[config.mk]
export PLATFORM = sky130hd
export DESIGN_NAME = hold_reg_ctl
export DESIGN_NICKNAME = d
export VERILOG_FILES = /design/src/rtl/hold_reg_ctl.sv
export SDC_FILE = /design/constraint.sdc
export NUM_CORES = 1
export LEC_CHECK = 0
export BUFFER_PORTS_ARGS = -buffer_cell sky130_fd_sc_hd__buf_2
export CAP_MARGIN = 20
export CELL_PAD_IN_SITES_DETAIL_PLACEMENT = 1
export CELL_PAD_IN_SITES_GLOBAL_PLACEMENT = 2
export CORE_UTILIZATION = 30
export DETAILED_ROUTE_END_ITERATION = 8
export GPL_TIMING_DRIVEN = 0
export PLACE_DENSITY_LB_ADDON = 0.15
export SETUP_SLACK_MARGIN = 0.1
export SYNTH_ARGS = -nofsm -noshare
export SYNTH_HDL_FRONTEND = slang
export SYNTH_SLANG_ARGS = --single-unit
[constraint.sdc]
create_clock -name c_clk -period 1.9 [get_ports c_clk]
set_clock_uncertainty 0.2 [all_clocks]
set_input_delay 0.38 -clock c_clk [delete_from_list [all_inputs] [get_ports c_clk]]
set_output_delay 0.38 -clock c_clk [all_outputs]
set_load 0.01 [all_outputs]
[src/rtl/hold_reg_ctl.sv]
`default_nettype none
// ============================================================================
// Module   : hold_reg_ctl
// Purpose  : Per-port request capture stage of calc1, upstream of the priority
//            block. Each of the four requester ports has its own FSM
//            (IDLE -> OP2 -> ISSUE -> WAIT -> IDLE). The FSM captures cmd and
//            operand1 in one cycle and operand2 in the next. It then drives a
//            one-cycle prio request, holds both operands for the ALUs, and
//            blocks the port until resp_done.
// Ports    : c_clk, reset (sync, active-low)
//            reqN_cmd_in / reqN_data_in  - port N command and data (N=1..4)
//            resp_done[N-1]              - response for port N delivered
//            holdN_prio_req              - one-cycle command to priority
//            holdN_data1 / holdN_data2   - captured operands for port N
//            port_busy, cmd_err, wd_timeout - per-port status / pulses
// Config   : define HOLD_TIMEOUT_EN to enable the WAIT-state watchdog
//            (limit TIMEOUT_CYC); otherwise wd_timeout is tied to zero.
// Revision : 1.0 - initial release
// ============================================================================
module hold_reg_ctl #(
  parameter int DATA_W      = 32,
  parameter int TIMEOUT_CYC = 255
) (
  input  logic              c_clk,
  input  logic              reset,
  input  logic [3:0]        req1_cmd_in,
  input  logic [3:0]        req2_cmd_in,
  input  logic [3:0]        req3_cmd_in,
  input  logic [3:0]        req4_cmd_in,
  input  logic [DATA_W-1:0] req1_data_in,
  input  logic [DATA_W-1:0] req2_data_in,
  input  logic [DATA_W-1:0] req3_data_in,
  input  logic [DATA_W-1:0] req4_data_in,
  input  logic [3:0]        resp_done,
  output logic [3:0]        hold1_prio_req,
  output logic [3:0]        hold2_prio_req,
  output logic [3:0]        hold3_prio_req,
  output logic [3:0]        hold4_prio_req,
  output logic [DATA_W-1:0] hold1_data1,
  output logic [DATA_W-1:0] hold2_data1,
  output logic [DATA_W-1:0] hold3_data1,
  output logic [DATA_W-1:0] hold4_data1,
  output logic [DATA_W-1:0] hold1_data2,
  output logic [DATA_W-1:0] hold2_data2,
  output logic [DATA_W-1:0] hold3_data2,
  output logic [DATA_W-1:0] hold4_data2,
  output logic [3:0]        port_busy,
  output logic [3:0]        cmd_err,
  output logic [3:0]        wd_timeout
);

  typedef enum logic [1:0] {
    ST_IDLE  = 2'd0,
    ST_OP2   = 2'd1,
    ST_ISSUE = 2'd2,
    ST_WAIT  = 2'd3
  } state_e;

  // Per-port views of the flat port list so one generate body serves all ports
  logic [3:0]        w_cmd  [4];
  logic [DATA_W-1:0] w_data [4];
  logic [3:0]        w_prio [4];
  logic [DATA_W-1:0] w_d1   [4];
  logic [DATA_W-1:0] w_d2   [4];

  assign w_cmd[0]  = req1_cmd_in;
  assign w_cmd[1]  = req2_cmd_in;
  assign w_cmd[2]  = req3_cmd_in;
  assign w_cmd[3]  = req4_cmd_in;
  assign w_data[0] = req1_data_in;
  assign w_data[1] = req2_data_in;
  assign w_data[2] = req3_data_in;
  assign w_data[3] = req4_data_in;

  assign hold1_prio_req = w_prio[0];
  assign hold2_prio_req = w_prio[1];
  assign hold3_prio_req = w_prio[2];
  assign hold4_prio_req = w_prio[3];
  assign hold1_data1    = w_d1[0];
  assign hold2_data1    = w_d1[1];
  assign hold3_data1    = w_d1[2];
  assign hold4_data1    = w_d1[3];
  assign hold1_data2    = w_d2[0];
  assign hold2_data2    = w_d2[1];
  assign hold3_data2    = w_d2[2];
  assign hold4_data2    = w_d2[3];

`ifdef HOLD_TIMEOUT_EN
  localparam int CNT_W = ($clog2(TIMEOUT_CYC + 1) > 8) ? $clog2(TIMEOUT_CYC + 1) : 8;
`else
  logic w_unused_cfg;
  assign w_unused_cfg = (TIMEOUT_CYC != 0);
`endif

  for (genvar gi = 0; gi < 4; gi++) begin : g_port
    state_e            state_q;
    logic [3:0]        cmd_q;
    logic [3:0]        prio_q;
    logic [DATA_W-1:0] data1_q;
    logic [DATA_W-1:0] data2_q;
    logic              err_q;
    logic              w_legal;
    logic              w_nonzero;

    assign w_nonzero = (w_cmd[gi] != 4'd0);
    assign w_legal   = (w_cmd[gi] == 4'd1) || (w_cmd[gi] == 4'd2) ||
                       (w_cmd[gi] == 4'd5) || (w_cmd[gi] == 4'd6);

`ifdef HOLD_TIMEOUT_EN
    logic [CNT_W-1:0] cnt_q;
    logic             wdt_q;
    logic             w_expire;
    // cnt_q counts completed WAIT cycles, so the limit is hit on the
    // TIMEOUT_CYC-th WAIT cycle.
    assign w_expire      = (cnt_q == CNT_W'(TIMEOUT_CYC - 1));
    assign wd_timeout[gi] = wdt_q;
`else
    assign wd_timeout[gi] = 1'b0;
`endif

    always_ff @(posedge c_clk) begin
      if (!reset) begin
        state_q <= ST_IDLE;
        cmd_q   <= 4'd0;
        prio_q  <= 4'd0;
        data1_q <= '0;
        data2_q <= '0;
        err_q   <= 1'b0;
`ifdef HOLD_TIMEOUT_EN
        cnt_q   <= '0;
        wdt_q   <= 1'b0;
`endif
      end else begin
        // Pulse outputs default low; prio_q is only set on OP2 -> ISSUE.
        err_q  <= 1'b0;
        prio_q <= 4'd0;
`ifdef HOLD_TIMEOUT_EN
        wdt_q  <= 1'b0;
`endif
        case (state_q)
          ST_IDLE: begin
            if (w_legal) begin
              cmd_q   <= w_cmd[gi];
              data1_q <= w_data[gi];
              state_q <= ST_OP2;
            end else if (w_nonzero) begin
              err_q <= 1'b1;
            end
          end
          ST_OP2: begin
            data2_q <= w_data[gi];
            prio_q  <= cmd_q;
            state_q <= ST_ISSUE;
            err_q   <= w_nonzero;
          end
          ST_ISSUE: begin
            state_q <= ST_WAIT;
            err_q   <= w_nonzero;
`ifdef HOLD_TIMEOUT_EN
            cnt_q   <= '0;
`endif
          end
          ST_WAIT: begin
            if (resp_done[gi]) begin
              // Done frees the port in this very cycle, so a command arriving
              // alongside it is treated as if seen in IDLE.
              if (w_legal) begin
                cmd_q   <= w_cmd[gi];
                data1_q <= w_data[gi];
                state_q <= ST_OP2;
              end else begin
                state_q <= ST_IDLE;
                err_q   <= w_nonzero;
              end
            end else begin
              err_q <= w_nonzero;
`ifdef HOLD_TIMEOUT_EN
              if (w_expire) begin
                state_q <= ST_IDLE;
                wdt_q   <= 1'b1;
              end else begin
                cnt_q <= cnt_q + 1'b1;
              end
`endif
            end
          end
          default: state_q <= ST_IDLE;
        endcase
      end
    end

    assign port_busy[gi] = (state_q != ST_IDLE);
    assign cmd_err[gi]   = err_q;
    assign w_prio[gi]    = prio_q;
    assign w_d1[gi]      = data1_q;
    assign w_d2[gi]      = data2_q;
  end

endmodule
`default_nettype wire

==> metrics.txt, run 1 <==
io pins=around 430; kind of end point of the critical path=primary output; met1 usage=22.2%; GR Util met3=4.78%; Longest Clk Path Bufs=3; crit path DAT=approximately 1.3 ns; core area=38600 µm²; Slew Viols, Final=0; RePlAce Congestion=0.739; DRC Markers=0; VDD IR max=0.587 mV; post-synthesis register bit count=300; leak pwr=7.84 nW; CTS Buf Count=36; max incr delay on CP=between 0.3 and 0.4 ns; num rows=72; Top Usage Layer GRT=met2; critical path's slowest cell=dfxtp_4; Final Setup Violations=0; Max transition margin=46.3%; final non-filler cell total=between 2000 and 2500; outcome=completed; fraction of layout cells with a size suffix above 1=35.3%; pwr dens=1280 nW/µm²; grt met2 use=32.4%; clock transition at the registers of the reported paths=0.06 ns; max_cap viols=0; Buf/Inv on CP=3; Required @ worst endpoint=1.32 ns; input/output buffers=428; largest net degree at the start of global routing=12; mapped cell area=11700 µm²; Die H=200 µm; Worst Tran Pin Value=a little over 0.8 ns; Vias per Instance=4.32; Gate Count Post-Synth=1035; H-tree levels=2; Crit path max-delay family=flip-flops; crit-path cells=inv_4, ha_4, inv_2, buf_6; antenna diode count=0; post-DR wirelength/cell=17.7 µm; f_max=around 530 MHz; sequential-to-total area share from yosys stat=51.2%; TritonCTS clock tree=built; vias in the first global route=9952; DIE AREA=39900 µm²; Final Util=46.3%; first-pass GRT wire length=57.0 mm; initial antenna violation count=5; Distinct cells, synth=30; area grow syn2layout=52.3%; Initial Util=30.4%; # clock sinks=300; Worst Hold Class=input pin to flop; Worst setup SP type=flop; total grt overflow=0; Clk Tree Root Cell=clkbuf_16; Syn Area/Cell=11.3 µm²; Final Net Count=approximately 1800; RSZ-0062 raised after global routing=true; Iter 0 DRT Violations=around 170; Die X=200 µm; detailed placement HPWL=27.3 mm; DR pass1 iterations=4; Total GRT Usage=18.7%; routed wire length=39.1 mm; Post-Place Cells=1984; Crit Path Class=flop to primary output; DR vias=9571; Hold Vio Cnt, Final=0; worst-path fanout max=5; Tcrit/Tclk final=99.1%; synth warn=0; minimum clock period=1.88 ns; post-route ant nets=0; Clock Latency Late Sink=0.53 ns
layout make-up:
type | count | area, µm²
Timing Repair Buffer | 599 | 3990
Buffer | 73 | 611
Tap cell | 518 | 648
Clock buffer | 56 | 1090
Multi-Input combinational cell | 648 | 5350
Clock inverter | 4 | 45.0
Inverter | 17 | 83.8
Fill cell | 4393 | 20700
Sequential cell | 300 | 6040
power breakdown:
part | switching, mW | leakage, nW | internal, mW
Combinational | 3.94 | 4.83 | 4.06
Clock | 2.66 | 0.558 | 4.04
Sequential | 0.650 | 2.45 | 7.51
flip-flops by register name (all words and copies together) (netlist names):
register / count
g_port.cmd_q: 16
g_port.err_q: 4
g_port.state_q: 8
hold1_data1: 32
hold1_data2: 32
hold1_prio_req: 4
hold2_data1: 32
hold2_data2: 32
hold2_prio_req: 4
hold3_data1: 32
hold3_data2: 32
hold3_prio_req: 4
hold4_data1: 32
hold4_data2: 32
hold4_prio_req: 4
worst register-to-register path: stages, from the launching register on:
cell and delay, ns:
dfxtp_4 0.37, inv_4 0.08, ha_4 0.15, buf_6 0.11
mux2i_4 0.06, nor3_2 0.13, buf_6 0.21, buf_12 0.17
mux2i_1 0.19, nor2b_1 0.06
layout by cell type (no fill, tap or decap), types with 9 or more instances in the layout:
| cell type | count |
|---|---|
| dfxtp_1 | 292 |
| mux2i_1 | 263 |
| buf_12 | 10 |
| clkbuf_1 | 42 |
| buf_6 | 22 |
| nor2b_1 | 267 |
| nor2_1 | 11 |
| a21oi_1 | 14 |
| and3_1 | 16 |
| clkbuf_16 | 44 |
| buf_2 | 423 |
| clkbuf_8 | 9 |
| buf_4 | 29 |
| dlygate4sd3_1 | 139 |
path summary, 6_finish.rpt:
check                                          from                         endpoint  slack [ns]  cells after the start
setup / recovery  g_port[1].state_q[0]$_SDFFE_PN0P_                     port_busy[1]        0.02                      4
hold / removal                       req3_cmd_in[1]       g_port[2].err_q$_SDFF_PN0_         0.1                      4
setup reg to reg  g_port[0].state_q[1]$_SDFFE_PN0P_     hold1_data1[10]$_SDFFE_PN0P_        0.07                      9
hold reg to reg     g_port[0].cmd_q[3]$_SDFFE_PN0P_  g_port[0].cmd_q[3]$_SDFFE_PN0P_        0.23                      2
cells in the mapped netlist, drive strengths merged:
master	instances	area [µm²]
dfxtp	300	6010
mux2i	272	2720
nor2b	267	1670
buf	40	362
clkbuf	33	124
inv	17	63.8
and3	16	100
ha	16	200
a21oi	14	70.1
nor2	11	41.3
o21ai	8	40.0
nand2	7	26.3
a221oi	4	47.6
nor3	4	40.0
o21a	4	30.0
o41ai	4	35.0
xnor2	4	35.0
a211oi	3	22.5
and2	3	18.8
o31a	3	26.3
a21boi	1	7.51
conb	1	3.75
o211a	1	10.0
o211ai	1	7.51
o32ai	1	8.76
metrics by stage:
step | hold WS [ns] | setup TNS, ns | power (mW) | instance area, µm² | worst slack [ns]
global route | 0.110 | -0.388 | 24.2 | 17800 | -0.0378
finish | 0.0994 | 0 | 22.9 | 17800 | 0.0177
global placement | 0.212 | -15.71 | 14.9 | 14500 | -0.491
floorplan | 0.205 | 0 | 12.5 | 11700 | 0.167
detailed placement | 0.216 | -21.59 | 15.0 | 14500 | -0.538
CTS | 0.0498 | -0.00461 | 22.7 | 17400 | -0.00461
per-layer routing:
layer | share of wire [%] | routed length (µm)
met1 | 42 | 16300
met2 | 50 | 19500
met3 | 5.7 | 2230
met4 | 2.6 | 1000
met5 | 0.061 | 24
what timing repair did:
item,CTS,global route
setup endpoints to repair,230,199
gates cloned,1,7
pin swaps,5,4
setup buffers,15,8
endpoints found under the hold margin,272,0
resized for setup,72,55
hold buffers,140,0
logic make-up (layout without fill, tap and decap cells):
group | after synthesis | in the layout | share of synthesized area [%]
AO/OA/AOI/OAI | 44 | 44 | 2.61
XOR/XNOR | 4 | 4 | 0.299
adder cells (fa/ha/maj) | 16 | 16 | 1.71
buffers and inverters | 90 | 749 | 4.69
flip-flops | 300 | 300 | 51.2
multiplexers | 272 | 272 | 23.2
other | 1 | 4 | 0.0320
AND/OR/NAND/NOR | 308 | 308 | 16.2
No activity file was read; power rests on OpenSTA's default activity.
==> run 2, diff against run 1 <==
--- a/config.mk
+++ b/config.mk
@@ -5,12 +5,13 @@
 export SDC_FILE = /design/constraint.sdc
 export NUM_CORES = 1
 export LEC_CHECK = 0
-export BUFFER_PORTS_ARGS = -buffer_cell sky130_fd_sc_hd__buf_2
 export CAP_MARGIN = 20
 export CELL_PAD_IN_SITES_DETAIL_PLACEMENT = 1
 export CELL_PAD_IN_SITES_GLOBAL_PLACEMENT = 2
-export CORE_UTILIZATION = 30
+export CORE_UTILIZATION = 38
+export CTS_CLUSTER_DIAMETER = 30
 export DETAILED_ROUTE_END_ITERATION = 8
+export DONT_BUFFER_PORTS = 1
 export GPL_TIMING_DRIVEN = 0
 export PLACE_DENSITY_LB_ADDON = 0.15
 export SETUP_SLACK_MARGIN = 0.1
==> run 2 against run 1 <==
Count of clock-buffer cells in the layout rose by 34. Sequential share of layout area is 1.2 points higher. Non-clock buffer count fell by 412. Worst hold slack got worse by 0.070 ns. Global-route usage grew 3.3 points. Setup slack improved by 0.059 ns. Utilization increased by 11 points. Register-to-register slack about the same. Critical path type is now flop to flop. Critical endpoint is now hold2_data1[21]$_SDFFE_PN0P_.
==> metrics.txt, run 2 (synthesized netlist as in run 1, its figures left out) <==
first-pass GRT wire length=53.5 mm; initial antenna violation count=1; pwr dens=1670 nW/µm²; routed wire length=37.1 mm; VDD IR max=1.19 mV; crit-path cells=inv_4, ha_4, mux2i_2, nor3_2, buf_6, clkbuf_16, mux2i_1, nor2b_1; detailed placement HPWL=roughly 24 mm; total grt overflow=0; # clock sinks=300; TritonCTS clock tree=built; largest net degree at the start of global routing=11; Total GRT Usage=22.1%; Max transition margin=51.5%; minimum clock period=around 1.8 ns; Required @ worst endpoint=around 2.1 ns; FF+latch area=6040 µm²; Worst Hold Class=input pin to flop; io pins=434; post-DR wirelength/cell=21.2 µm; Initial Util=39.1%; Sequential Power Share=31.4%; Slew Viols, Final=0; Gate power share=21.1%; Clock Latency Late Sink=0.54 ns; Final Util=57.6%; WHS Path Cells=2; DR pass1 iterations=4; clock network power share=between 40% and 50%; Crit Path Class=flop to flop; Worst R2R End=hold2_data1[21]$_SDFFE_PN0P_; area grow syn2layout=47.1%; Die X=178 µm; fillcell total=approximately 3000; max_cap viols=0; f_max=between 500 and 600 MHz; R2R depth=8; outcome=completed; Pint=around 20 mW; reg-to-reg critical path startpoint=g_port[1].state_q[0]$_SDFFE_PN0P_; fraction of layout cells with a size suffix above 1=a little under a fifth; Clk Tree Root Cell=clkbuf_16; DRC Markers=0; Die H=between 150 and 200 µm; switching part of the total power=28.9%; Final Setup Violations=0; Worst setup SP type=flop; r2r setup slk=~0.076 ns; total power=28.8 mW; Vias per Instance=4.88; leak pwr=6.59 nW; Worst Hold End=g_port[3].err_q$_SDFF_PN0_; Tcrit/Tclk final=96.0%; commonest non-fill, non-tap cell in the layout=dfxtp_1; Final Net Count=roughly 1500; Hold Vio Cnt, Final=0; worst setup margin=0.0763 ns; RePlAce Congestion=0.759; crit path DAT=2.06 ns; worst-path fanout max=9; DR vias=8559; leading cell types in the layout, fill and taps excluded=dfxtp_1 (292), nor2b_1 (266), mux2i_1 (260), dlygate4sd3_1 (148), clkbuf_16 (86); HP Start=req4_cmd_in[3]; sw power=8.34 mW; Worst Tran Pin Value=roughly 0.73 ns; post-route ant nets=0; max incr delay on CP=0.37 ns; Longest Clk Path Bufs=3; input/output buffers=0; vias in the first global route=9190; kind of end point of the critical path=flop; clock transition at the registers of the reported paths=approximately 0.04 ns; Iter 0 DRT Violations=roughly 190; dpl ws=-0.463 ns; final hold slack=just under 0.03 ns; H-tree levels=3; core area=30000 µm²; CTS Buf Count=74; critical path's slowest cell=dfxtp_4; num rows=63; RSZ-0062 raised after global routing=true; DIE AREA=31500 µm²; Multi-input gate area=5340 µm²
## run 2: changes by cell type in the layout (fill, tap and decap cells not counted), sizes merged
cell,change
dlygate4sd3,+9
clkinv,+18
dlymetal6s4s,-1
clkbuf,+35
buf,-421
bufinv,+14
inv,+4
clkinvlp,+7
diode,+1
## run 2: area by class of cell
cell class                      count  share of cell area (%)
Antenna cell                        1                  0.0145
Buffer                             73                    3.46
Clock buffer                       90                    11.9
Clock inverter                     47                    3.99
Inverter                           17                   0.530
Multi-Input combinational cell    648                    31.0
Sequential cell                   300                    35.0
Tap cell                          390                    2.83
Timing Repair Buffer              187                    11.3
## run 2: routing by layer
layer / vias up / wire, µm / track usage [%]
met2: 326 / 18400 / 38.0
met1: 4120 / 14600 / 24.5
li1: 4039 / - / -
met5: - / 0 / 0
met3: 74 / 3010 / 7.60
met4: 0 / 1100 / 9.37
## run 2: power groups by stage
stage	clock network [mW]	registers, mW	logic [mW]
2_1_floorplan	0	8.63	3.88
3_3_place_gp	0	9.03	4.61
3_5_place_dp	0	9.03	4.72
4_1_cts	13.9	8.99	5.47
5_1_grt	14.2	9.16	6.61
6_report	13.7	9.04	6.09
## run 2: timing repair
action	4_1_cts	5_1_grt
hold endpoints to repair	278	0
setup endpoints to repair	219	167
resized for setup	56	53
setup buffers	14	15
cloned	0	10
hold buffers	148	0
pin swaps	1	1
## run 2: worst max path at each step
stage | startpoint | to | slack (ns) | depth (start not counted)
6_report | g_port[1].state_q[0]$_SDFFE_PN0P_ | hold2_data1[21]$_SDFFE_PN0P_ | 0.08 | 8
4_1_cts | g_port[0].state_q[0]$_SDFFE_PN0P_ | port_busy[0] | 0.06 | 3
3_5_place_dp | reset | g_port[3].err_q$_SDFF_PN0_ | -0.46 | 4
5_1_grt | g_port[1].state_q[0]$_SDFFE_PN0P_ | hold2_data1[21]$_SDFFE_PN0P_ | -0.04 | 8
3_3_place_gp | reset | g_port[3].err_q$_SDFF_PN0_ | -0.47 | 4
2_1_floorplan | g_port[2].state_q[0]$_SDFFE_PN0P_ | g_port[2].state_q[1]$_SDFFE_PN0P_ | 0.17 | 6
## run 2: metrics by stage
stage          cells  area, µm²  TNS (ns)
2_1_floorplan   1038      11700         0
3_3_place_gp    1428      12200    -11.86
3_5_place_dp    1428      12200    -14.90
4_1_cts         1727      16700         0
5_1_grt         1753      17200   -0.0355
6_report        1753      17200         0
## run 2: critical path, delay by kind of cell (launching register included)
| kind | cells | cell delay, ns |
|---|---|---|
| adder cells (fa/ha/maj) | 1 | 0.17 |
| buffers and inverters | 3 | 0.48 |
| flip-flops | 1 | 0.37 |
| multiplexers | 2 | 0.29 |
| AND/OR/NAND/NOR | 2 | 0.20 |
==> run 3, diff against run 2 <==
--- a/config.mk
+++ b/config.mk
@@ -5,10 +5,12 @@
 export SDC_FILE = /design/constraint.sdc
 export NUM_CORES = 1
 export LEC_CHECK = 0
+export ABC_AREA = 1
 export CAP_MARGIN = 20
 export CELL_PAD_IN_SITES_DETAIL_PLACEMENT = 1
 export CELL_PAD_IN_SITES_GLOBAL_PLACEMENT = 2
-export CORE_UTILIZATION = 38
+export CORE_MARGIN = 1.5
+export CORE_UTILIZATION = 34
 export CTS_CLUSTER_DIAMETER = 30
 export DETAILED_ROUTE_END_ITERATION = 8
 export DONT_BUFFER_PORTS = 1
==> run 3 against run 2 <==
Worst hold slack worse by 0.0022 ns. Via count grew 20%. Synthesized cell count up 34%. Clock power hardly changed. Routed wire length rose by 13%. Maximum frequency grew 0.33%. Count of clock-buffer cells in the layout up 16. Utilization shrank 5.3 points. Global-route usage grew 1.9 points. Sequential cell count is the same. Sequential power up 15%. Largest power group unchanged.
==> metrics.txt, run 3 <==
outcome=completed; post-route ant nets=0; Hold Vio Cnt, Final=0; detailed placement HPWL=about 28 mm; first-pass GRT wire length=approximately 62 mm; TritonCTS clock tree=built; Slew Viols, Final=0; Gate Count Post-Synth=1386; switching part of the total power=approximately 33%; share of synthesized registers carrying an async set or reset=0%; Clock Latency Late Sink=0.57 ns; Synth area leaders=dfxtp_1 (55%), nor2_1 (18%), o21ai_0 (12%); Final Setup Violations=0; num rows=65; largest net degree at the start of global routing=11; Final Net Count=1820; Worst setup SP type=flop; CTS Buf Count=76; DRC Markers=0; Iter 0 DRT Violations=291; leading cell types in the layout, fill and taps excluded=nor2_1 (519), dfxtp_1 (292), o21ai_0 (211), dlygate4sd3_1 (151), clkbuf_16 (87); Distinct cells, synth=31; initial antenna violation count=5; area grow syn2layout=50.6%; total power=roughly 30 mW; f_max=~550 MHz; minimum clock period=1.82 ns; sw power=10.3 mW; crit-path cells=inv_4, ha_4, inv_6; Vias per Instance=4.85; Max transition margin=55.4%; Die H=approximately 180 µm; Worst Tran Pin Value=0.669 ns; total grt overflow=0; critical path's slowest cell=dfxtp_4; H-tree levels=3; Die X=183 µm; clock network power share=43.3%; Yosys top cell area share=54.6%; Clk Tree Root Cell=clkbuf_16; DR vias=10300; area leader, netlist=dfxtp_1; pwr dens=1860 nW/µm²; Required @ worst endpoint=1.32 ns; r2r setup slk=0.09 ns; Initial Util=34.7%; Setup Total Neg Slack=0 ns; RePlAce Congestion=0.764; sequential-to-total area share from yosys stat=54.6%; clock transition at the registers of the reported paths=0.04 ns; post-synthesis register bit count=300; RSZ-0062 raised after global routing=true; count leader, synth=nor2_1; Worst Hold Class=input pin to flop; io pins=434; Synth Flop Type=dfxtp_1; vias in the first global route=10900; Tcrit/Tclk final=95.7%; commonest non-fill, non-tap cell in the layout=nor2_1; number of enable flip-flop cells after synthesis=0; VDD IR max=around 1.0 mV; # clock sinks=300; kind of end point of the critical path=primary output; Crit Path Class=flop to primary output; crit path DAT=1.24 ns; routed wire length=41.9 mm; max_cap viols=0; worst-path fanout max=4; Total GRT Usage=24.0%; Sequential Power Share=33.8%; fraction of layout cells with a size suffix above 1=20.2%; mapped cell area=11000 µm²; leak pwr=7.06 nW; Syn Area/Cell=7.94 µm²; Gate power share=22.8%; max incr delay on CP=approximately 0.38 ns; Final Util=approximately 52%; synth warn=0; DR pass1 iterations=4; Longest Clk Path Bufs=3; input/output buffers=0; core area=31700 µm²; final hold slack=0.0271 ns; DIE AREA=33400 µm²; Pint=~21 mW; synth cell count leaders=nor2_1 (527), dfxtp_1 (300), o21ai_0 (253), inv_1 (47), nand2_1 (39); post-DR wirelength/cell=19.8 µm
## run 3: cell types whose count changed in the layout (fill, tap and decap cells not counted), moves of 15 or more
cell      previous run  this run
inv_1                5        35
nand2_1              7        39
o21ai_0              6       211
nor2b_1            266         0
mux2i_1            260         0
clkbuf_2             1        19
nor2_1              11       519
buf_2                3        24
nor2_2               0        22
and3_1              16         0
o21ai_1              2        37
nand3_1              0        15
o21ai_2              0        25
## run 3: layout make-up
type	count	area, µm²
timing repair inverter	1	16.3
antenna	4	10.0
clock inverter	30	465
fill	3633	15100
sequential	300	6030
timing repair buffer	185	1910
tap	402	503
multi-input combinational	938	4460
buffer	89	667
inverter	63	302
clock buffer	106	2210
## run 3: routing by layer
layer | GRT usage, % | share of wire [%]
met5 | 0 | 0
met4 | 11.1 | 3.3
met3 | 9.77 | 9.4
met2 | 41.3 | 49
met1 | 25.6 | 39
## run 3: power groups by stage
stage | Combinational [mW] | Sequential [mW] | Clock, mW
after floorplan | 4.01 | 9.78 | 0
after global placement | 5.19 | 10.4 | 0
after detailed placement | 5.35 | 10.5 | 0
after CTS | 6.26 | 10.4 | 13.5
after global routing | 7.93 | 10.6 | 13.9
final | 7.03 | 10.4 | 13.4
## run 3: critical path: cells and delay by family (launching register included)
family / cells / cell delay (ns)
adders and majority gates: 1 / 0.17
DFF: 1 / 0.38
buffers and inverters: 2 / 0.12
## run 3: kinds of logic after synthesis
logic type	synth area share (%)
fa+ha+maj	1.82
flops	54.6
buf+inv	7.39
compound gates	14.0
simple gates	22.2
other cells	0.0341
## run 3: timing repair
| action | 4_1_cts | 5_1_grt |
|---|---|---|
| pin swaps | 5 | 23 |
| setup buffers | 13 | 14 |
| cloned | 1 | 8 |
| gates resized for setup | 71 | 133 |
| hold buffers | 151 | 0 |
| setup endpoints to repair | 230 | 234 |
| hold endpoints to repair | 280 | 0 |
## run 3: through the flow
step                instances  worst slack (ns)  area [µm²]
floorplan                1389             0.307       11000
CTS                      2092            0.0656       16000
global route             2117            0.0250       16600
finish                   2118            0.0824       16600
detailed placement       1791           -0.0453       11500
global placement         1791           -0.0403       11500
## run 3: path summary, 6_finish.rpt
kind | startpoint | to | cells past startpoint
setup / recovery | g_port[0].state_q[0]$_SDFFE_PN0P_ | port_busy[0] | 3
hold reg to reg | g_port[1].cmd_q[1]$_SDFFE_PN0P_ | hold2_prio_req[1]$_SDFF_PN0_ | 2
setup reg to reg | g_port[3].state_q[1]$_SDFFE_PN0P_ | hold4_data1[18]$_SDFFE_PN0P_ | 10
hold / removal | req1_cmd_in[0] | g_port[0].state_q[0]$_SDFFE_PN0P_ | 5
